<file path="src/rtl/dp_types_pkg.sv">
// Shared datapath types for the branch-prediction loop: predictor states,
// the update function, the branch-queue entry and the resolver FSM enum.
package dp_types_pkg;

  typedef enum logic [1:0] {
    NH = 2'b00,
    NS = 2'b01,
    TS = 2'b10,
    TH = 2'b11
  } branch_pred_state_t;

  typedef enum logic {
    BRES_RUN     = 1'b0,
    BRES_RECOVER = 1'b1
  } br_res_state_t;

  // Address fields are stored at this width; narrower WORD_W is zero-extended.
  localparam int BQ_ADDR_W = 32;

  typedef struct packed {
    logic                   taken;
    branch_pred_state_t     state;
    logic [BQ_ADDR_W-1:0]   pc4;
    logic [BQ_ADDR_W-1:0]   baddr;
  } bq_entry_t;

  function automatic branch_pred_state_t bpred_update(input branch_pred_state_t state,
                                                      input logic taken);
    branch_pred_state_t nxt;
    nxt = NH;
    case (state)
      NH: nxt = taken ? NS : NH;
      NS: nxt = taken ? TS : NH;
      TS: nxt = taken ? TH : NS;
      TH: nxt = taken ? TH : TS;
      default: nxt = NH;
    endcase
    return nxt;
  endfunction

endpackage

</file>
<file path="src/rtl/bq_fifo.sv">
// In-order queue of predicted branches. Head is read combinationally;
// clear has priority over push/pop and empties the queue in one cycle.
module bq_fifo
  import dp_types_pkg::*;
#(
  parameter int DEPTH = 4,
  parameter int CNT_W = $clog2(DEPTH + 1)
) (
  input  logic             CLK,
  input  logic             RST,
  input  logic             push,
  input  logic             pop,
  input  logic             clear,
  input  bq_entry_t        wdata,
  output bq_entry_t        head,
  output logic [CNT_W-1:0] count,
  output logic             full,
  output logic             empty
);

  localparam int PTR_W = $clog2(DEPTH);

  bq_entry_t        mem [DEPTH];
  logic [PTR_W-1:0] rptr;
  logic [PTR_W-1:0] wptr;
  logic             do_push;
  logic             do_pop;

  assign full    = (count == CNT_W'(DEPTH));
  assign empty   = (count == '0);
  assign do_pop  = pop && !empty;
  assign do_push = push && (!full || do_pop);
  assign head    = mem[rptr];

  always_ff @(posedge CLK) begin
    if (RST || clear) begin
      rptr  <= '0;
      wptr  <= '0;
      count <= '0;
    end else begin
      if (do_push) wptr <= wptr + PTR_W'(1);
      if (do_pop)  rptr <= rptr + PTR_W'(1);
      if (do_push && !do_pop)      count <= count + CNT_W'(1);
      else if (do_pop && !do_push) count <= count - CNT_W'(1);
    end
  end

  // A full-queue push only happens alongside a pop, so the slot being
  // overwritten is the head that is leaving this cycle.
  always_ff @(posedge CLK) begin
    if (do_push && !clear && !RST) mem[wptr] <= wdata;
  end

endmodule

</file>
<file path="src/rtl/branch_resolver.sv">
// Branch resolver: compares execute outcomes with queued predictions and emits
// registered mispredict redirects and predictor training. Option: BRANCH_RESOLVER_STATS_EN.
module branch_resolver
  import dp_types_pkg::*;
#(
  parameter int DEPTH  = 4,
  parameter int WORD_W = 32
) (
  input  logic               CLK,
  input  logic               RST,
  input  logic               pred_push,
  input  logic               pred_taken,
  input  branch_pred_state_t pred_state,
  input  logic [WORD_W-1:0]  pred_pc4,
  input  logic [WORD_W-1:0]  pred_baddr,
  output logic               pred_full,
  input  logic               res_valid,
  input  logic               res_taken,
  input  logic               flush,
  output logic               mispredict,
  output logic [WORD_W-1:0]  redirect_pc,
  output logic               bp_loadEN,
  output branch_pred_state_t bp_load_state,
  output logic               res_err,
  output br_res_state_t      dbg_state
`ifdef BRANCH_RESOLVER_STATS_EN
  ,
  output logic [31:0]        hit_cnt,
  output logic [31:0]        miss_cnt
`endif
);

  localparam int CNT_W = $clog2(DEPTH + 1);

  br_res_state_t    state_q;
  br_res_state_t    state_d;
  bq_entry_t        head;
  bq_entry_t        wdata;
  logic [CNT_W-1:0] count;
  logic             q_full;
  logic             q_empty;
  logic             run;
  logic             resolve;
  logic             err;
  logic             miss;
  logic             push_ok;
  logic             clear;

  // Handshake: fetch may push only while pred_full is low (a full queue still
  // takes a push when a resolve pops the head that cycle); res_valid is a
  // one-cycle strobe with no back-pressure, ignored during RECOVER.
  assign run     = (state_q == BRES_RUN);
  assign resolve = res_valid && run && !q_empty;
  assign err     = res_valid && run && q_empty;
  assign miss    = resolve && (head.taken != res_taken);
  assign push_ok = pred_push && run && (!q_full || resolve);
  assign clear   = flush || miss;

  assign pred_full = q_full || (state_q == BRES_RECOVER);
  assign dbg_state = state_q;

  always_comb begin
    wdata       = '0;
    wdata.taken = pred_taken;
    wdata.state = pred_state;
    wdata.pc4   = BQ_ADDR_W'(pred_pc4);
    wdata.baddr = BQ_ADDR_W'(pred_baddr);
  end

  bq_fifo #(.DEPTH(DEPTH), .CNT_W(CNT_W)) u_bq (
    .CLK   (CLK),
    .RST   (RST),
    .push  (push_ok),
    .pop   (resolve),
    .clear (clear),
    .wdata (wdata),
    .head  (head),
    .count (count),
    .full  (q_full),
    .empty (q_empty)
  );

  always_ff @(posedge CLK) begin
    if (RST) state_q <= BRES_RUN;
    else     state_q <= state_d;
  end

  // RECOVER always lasts one cycle; only a mispredict enters it.
  always_comb begin
    state_d = BRES_RUN;
    if (miss) state_d = BRES_RECOVER;
  end

  always_ff @(posedge CLK) begin
    if (RST) begin
      mispredict    <= 1'b0;
      redirect_pc   <= '0;
      bp_loadEN     <= 1'b0;
      bp_load_state <= NH;
      res_err       <= 1'b0;
    end else begin
      mispredict <= miss;
      bp_loadEN  <= resolve;
      res_err    <= err;
      if (miss)
        redirect_pc <= res_taken ? WORD_W'(head.baddr) : WORD_W'(head.pc4);
      if (resolve)
        bp_load_state <= bpred_update(head.state, res_taken);
    end
  end

`ifdef BRANCH_RESOLVER_STATS_EN
  always_ff @(posedge CLK) begin
    if (RST) begin
      hit_cnt  <= '0;
      miss_cnt <= '0;
    end else begin
      if (resolve && !miss) hit_cnt  <= hit_cnt + 32'd1;
      if (miss)             miss_cnt <= miss_cnt + 32'd1;
    end
  end
`endif

endmodule

</file>
<file path="config.mk">
export PLATFORM = sky130hd
export DESIGN_NAME = branch_resolver
export DESIGN_NICKNAME = d
export VERILOG_FILES = /design/src/rtl/dp_types_pkg.sv /design/src/rtl/bq_fifo.sv /design/src/rtl/branch_resolver.sv
export SDC_FILE = /design/constraint.sdc
export NUM_CORES = 1
export LEC_CHECK = 0
export CORE_UTILIZATION = 60
export CTS_CLUSTER_SIZE = 30
export DETAILED_ROUTE_END_ITERATION = 7
export PLACE_DENSITY = 0.84
export SKIP_CTS_REPAIR_TIMING = 1
export SKIP_LAST_GASP = 1
export SYNTH_ARGS = -nofsm -noshare
export SYNTH_HDL_FRONTEND = slang
export SYNTH_HIERARCHICAL = 1
export SYNTH_SLANG_ARGS = --single-unit
</file>
<file path="constraint.sdc">
create_clock -name CLK -period 12.9 [get_ports CLK]
set_input_delay 3.87 -clock CLK [delete_from_list [all_inputs] [get_ports CLK]]
set_output_delay 3.87 -clock CLK [all_outputs]
set_load 0.05 [all_outputs]
</file>
==> results.md <==
* Slew Viols, Final at 0
* Status: completed
* Sequential area share after synthesis at 74.4%
* Endpoints failing setup at 0
* DRT antenna net count at 0
* Die Wd at 144 um
* Crit-path max FO at 67
* Clock Latency Late Sink at 540 ps
* R2R Setup Slk at 8180 ps
* Post-synth cell types at 43
* Setup crit end kind: flop
* Yosys top cell area share at 66.8%
* Ys async rst share at 0%
* DRT Pass-1 Iters at 5
* Main synth FF type: edfxtp_1
* CTS H-Tree Depth at 1
* Port Buffers at 111
* Nets@finish at 763
* CP Data Arrival Time at 7290 ps
* Largest net degree at the start of global routing at 68
* CTS tree: built
* Num ports at 112
* Number of global-route vias before repair at 6245
* Reg2reg end: u_bq/mem[3][29]$_DFFE_PP_
* Max Fclk at 0.140 GHz
* Final worst path period share at 55.4%
* Final GP Congestion at 0.766
* Initial core utilization at 61.5%
* RSZ-0062 raised after global routing: no
* Startpoint types: input pin
* Hold Path Class: flop to flop
* Post-layout min period at 7140 ps
* Num CTS Buffers at 30
* DRC viols at 0
* Setup Crit Path Kind: input pin to flop
* Worst Hold Depth at 2
* LEAKAGE at 4.55 nW
* Fraction of layout cells with a size suffix above 1 at 24.5%
* Grt ovf at 0
* Avg WL per Cell at 23.6 um
* Number of enable flip-flop cells after synthesis at 268
* Root Buffer: clkbuf_16
* Dominant cell by count in the synthesized netlist: edfxtp_1
* Clock Sinks at 314
* CTS max path bufs at 3
* Cell taking the most area after synthesis: edfxtp_1
* Worst relative slew slack at 29.4%
* Worst reg2reg path depth at 8
* Cell Rows at 51
* Final Skew at 15.0 ps
* Final WL at 22900 um
* Initial antenna violation count at 1
* WP data required at 13050 ps
* List of most frequent post-synthesis cells: edfxtp_1, mux4_2, dfxtp_1
* Synth-to-Final Area Change at 19.2%
* Max_cap viols at 0
* Synth area leaders: edfxtp_1, mux4_2, dfxtp_1
* Die extent in y at 144 um
* Setup tns final at 0 ps
* Synth Cell Area at 0.0121 mm^2
* First-pass GRT wire length at 35300 um
* GR Util All Layers at 23.3%
* Min-delay src: redirect_pc[14]$_SDFFE_PP0P_
* WHS Endpoint: redirect_pc[14]$_SDFFE_PP0P_
* Net Count, Synth at 652
* DR iter-0 viols at 481
* Slew @ Worst Pin at 1060 ps
* Fin. Hold Viols at 0
* Vias at 5896
* Final Core Density at 73.4%
* Maximum VDD drop at 0.128 mV
* Detailed placement HPWL at 13000 um
* DR vias/cell at 6.06
* Cell count after synthesis at 573
* Clock slew at reported path FFs at 60 ps
* Area of the core at 0.0196 mm^2
* #FFs+latches synth at 314
* Yosys warning total at 6
* Synth Area per Inst at 21.0 um^2
* Die Area at 0.0207 mm^2
* Cell Pwr Density at 156 mW/mm^2
-- worst max path at each step --
stage / start / endpoint / slack [ps] / cells after the start
floorplan: res_taken / u_bq/mem[0][0]$_DFFE_PP_ / 5830 / 7
detailed placement: res_taken / u_bq/mem[3][29]$_DFFE_PP_ / 5200 / 8
CTS: res_taken / u_bq/mem[3][29]$_DFFE_PP_ / 5740 / 8
global placement: res_taken / u_bq/mem[2][1]$_DFFE_PP_ / 5360 / 8
global route: res_taken / u_bq/mem[3][56]$_DFFE_PP_ / 5600 / 8
finish: res_taken / u_bq/mem[3][29]$_DFFE_PP_ / 5760 / 8
-- registers in the layout (all words and copies together), names as in the netlist, named ones only --
register	flops
u_bq/wptr	2
redirect_pc	32
dbg_state	1
u_bq/mem	268
u_bq/rptr	2
res_err	1
u_bq/count	3
bp_loadEN	1
bp_load_state	2
-- metrics by stage --
stage	cell area (um^2)	setup WS [ps]	power, W	cells	hold slack [ps]
6_report	14400	5760	0.00224	973	532
5_1_grt	14400	5600	0.00230	972	576
3_5_place_dp	13300	5200	0.00133	917	534
4_1_cts	14400	5740	0.00225	972	543
3_3_place_gp	13300	5360	0.00132	917	500
2_1_floorplan	12100	5830	0.00127	573	485
-- cells by family (layout without fill, tap and decap cells) --
logic type                 Yosys count  in the layout  synth area share, %
xor gates and xnor gates             5              5                0.426
buffers and inverters               42            176                 2.29
AOI/OAI and AO/OA                   76             76                 5.38
DFF                                314            314                 74.4
adders and majority gates            6              6                0.685
and+or+nand+nor                     30             30                 1.54
muxes                              100            100                 15.3
other                                0              1                    0
-- worst max-delay path: stages --
cell and delay [ps]:
buf_2 80, buf_4 580, xor2_4 130, buf_4 290, and2_2 570, or2_2 450, nor2_1 300, and3_4 920
-- power breakdown --
group | total, W | switching (W) | internal, W
Combinational | 0.000173 | 0.000104 | 0.0000697
Sequential | 0.00114 | 0.0000130 | 0.00112
Clock | 0.000925 | 0.000354 | 0.000571
Total | 0.00224 | 0.000471 | 0.00177
-- cells in the final DEF, fill, tap and decap left out, drive strengths merged --
cell	n
xor2	5
a311oi	2
diode	1
or3b	1
mux2i	33
fa	1
buf	7
a21o	1
clkinv	8
or3	1
ha	5
nand2	2
clkbuf	41
or4b	1
clkdlybuf4s50	109
dfxtp	46
nand4	1
mux4	67
nor3	1
and2	3
o31ai	2
nand2b	1
o311ai	1
edfxtp	268
nor4bb	1
a211oi	32
bufinv	5
nand3	1
nor3b	1
o21ai	3
and3	4
nor2	9
a21oi	35
or2	3
inv	6
-- final cells by class --
class,count,area [um^2]
well taps,265,332
clock buffers,41,873
fillers,1111,5220
repair buffers,116,1140
diodes,1,2.50
clock inverters,14,195
inverters,5,18.8
flip-flops and latches,314,8970
multi-input cells,217,2840
-- layer usage --
metal,vias to the layer above,share of wire (%),global-route usage [%]
met4,0,1.3,5.38
met5,-,0,0
met1,3074,41,32.3
met2,218,52,39.6
li1,2580,-,-
met3,24,6.2,3.53
Note: power is estimated with default switching activity, not from simulation.
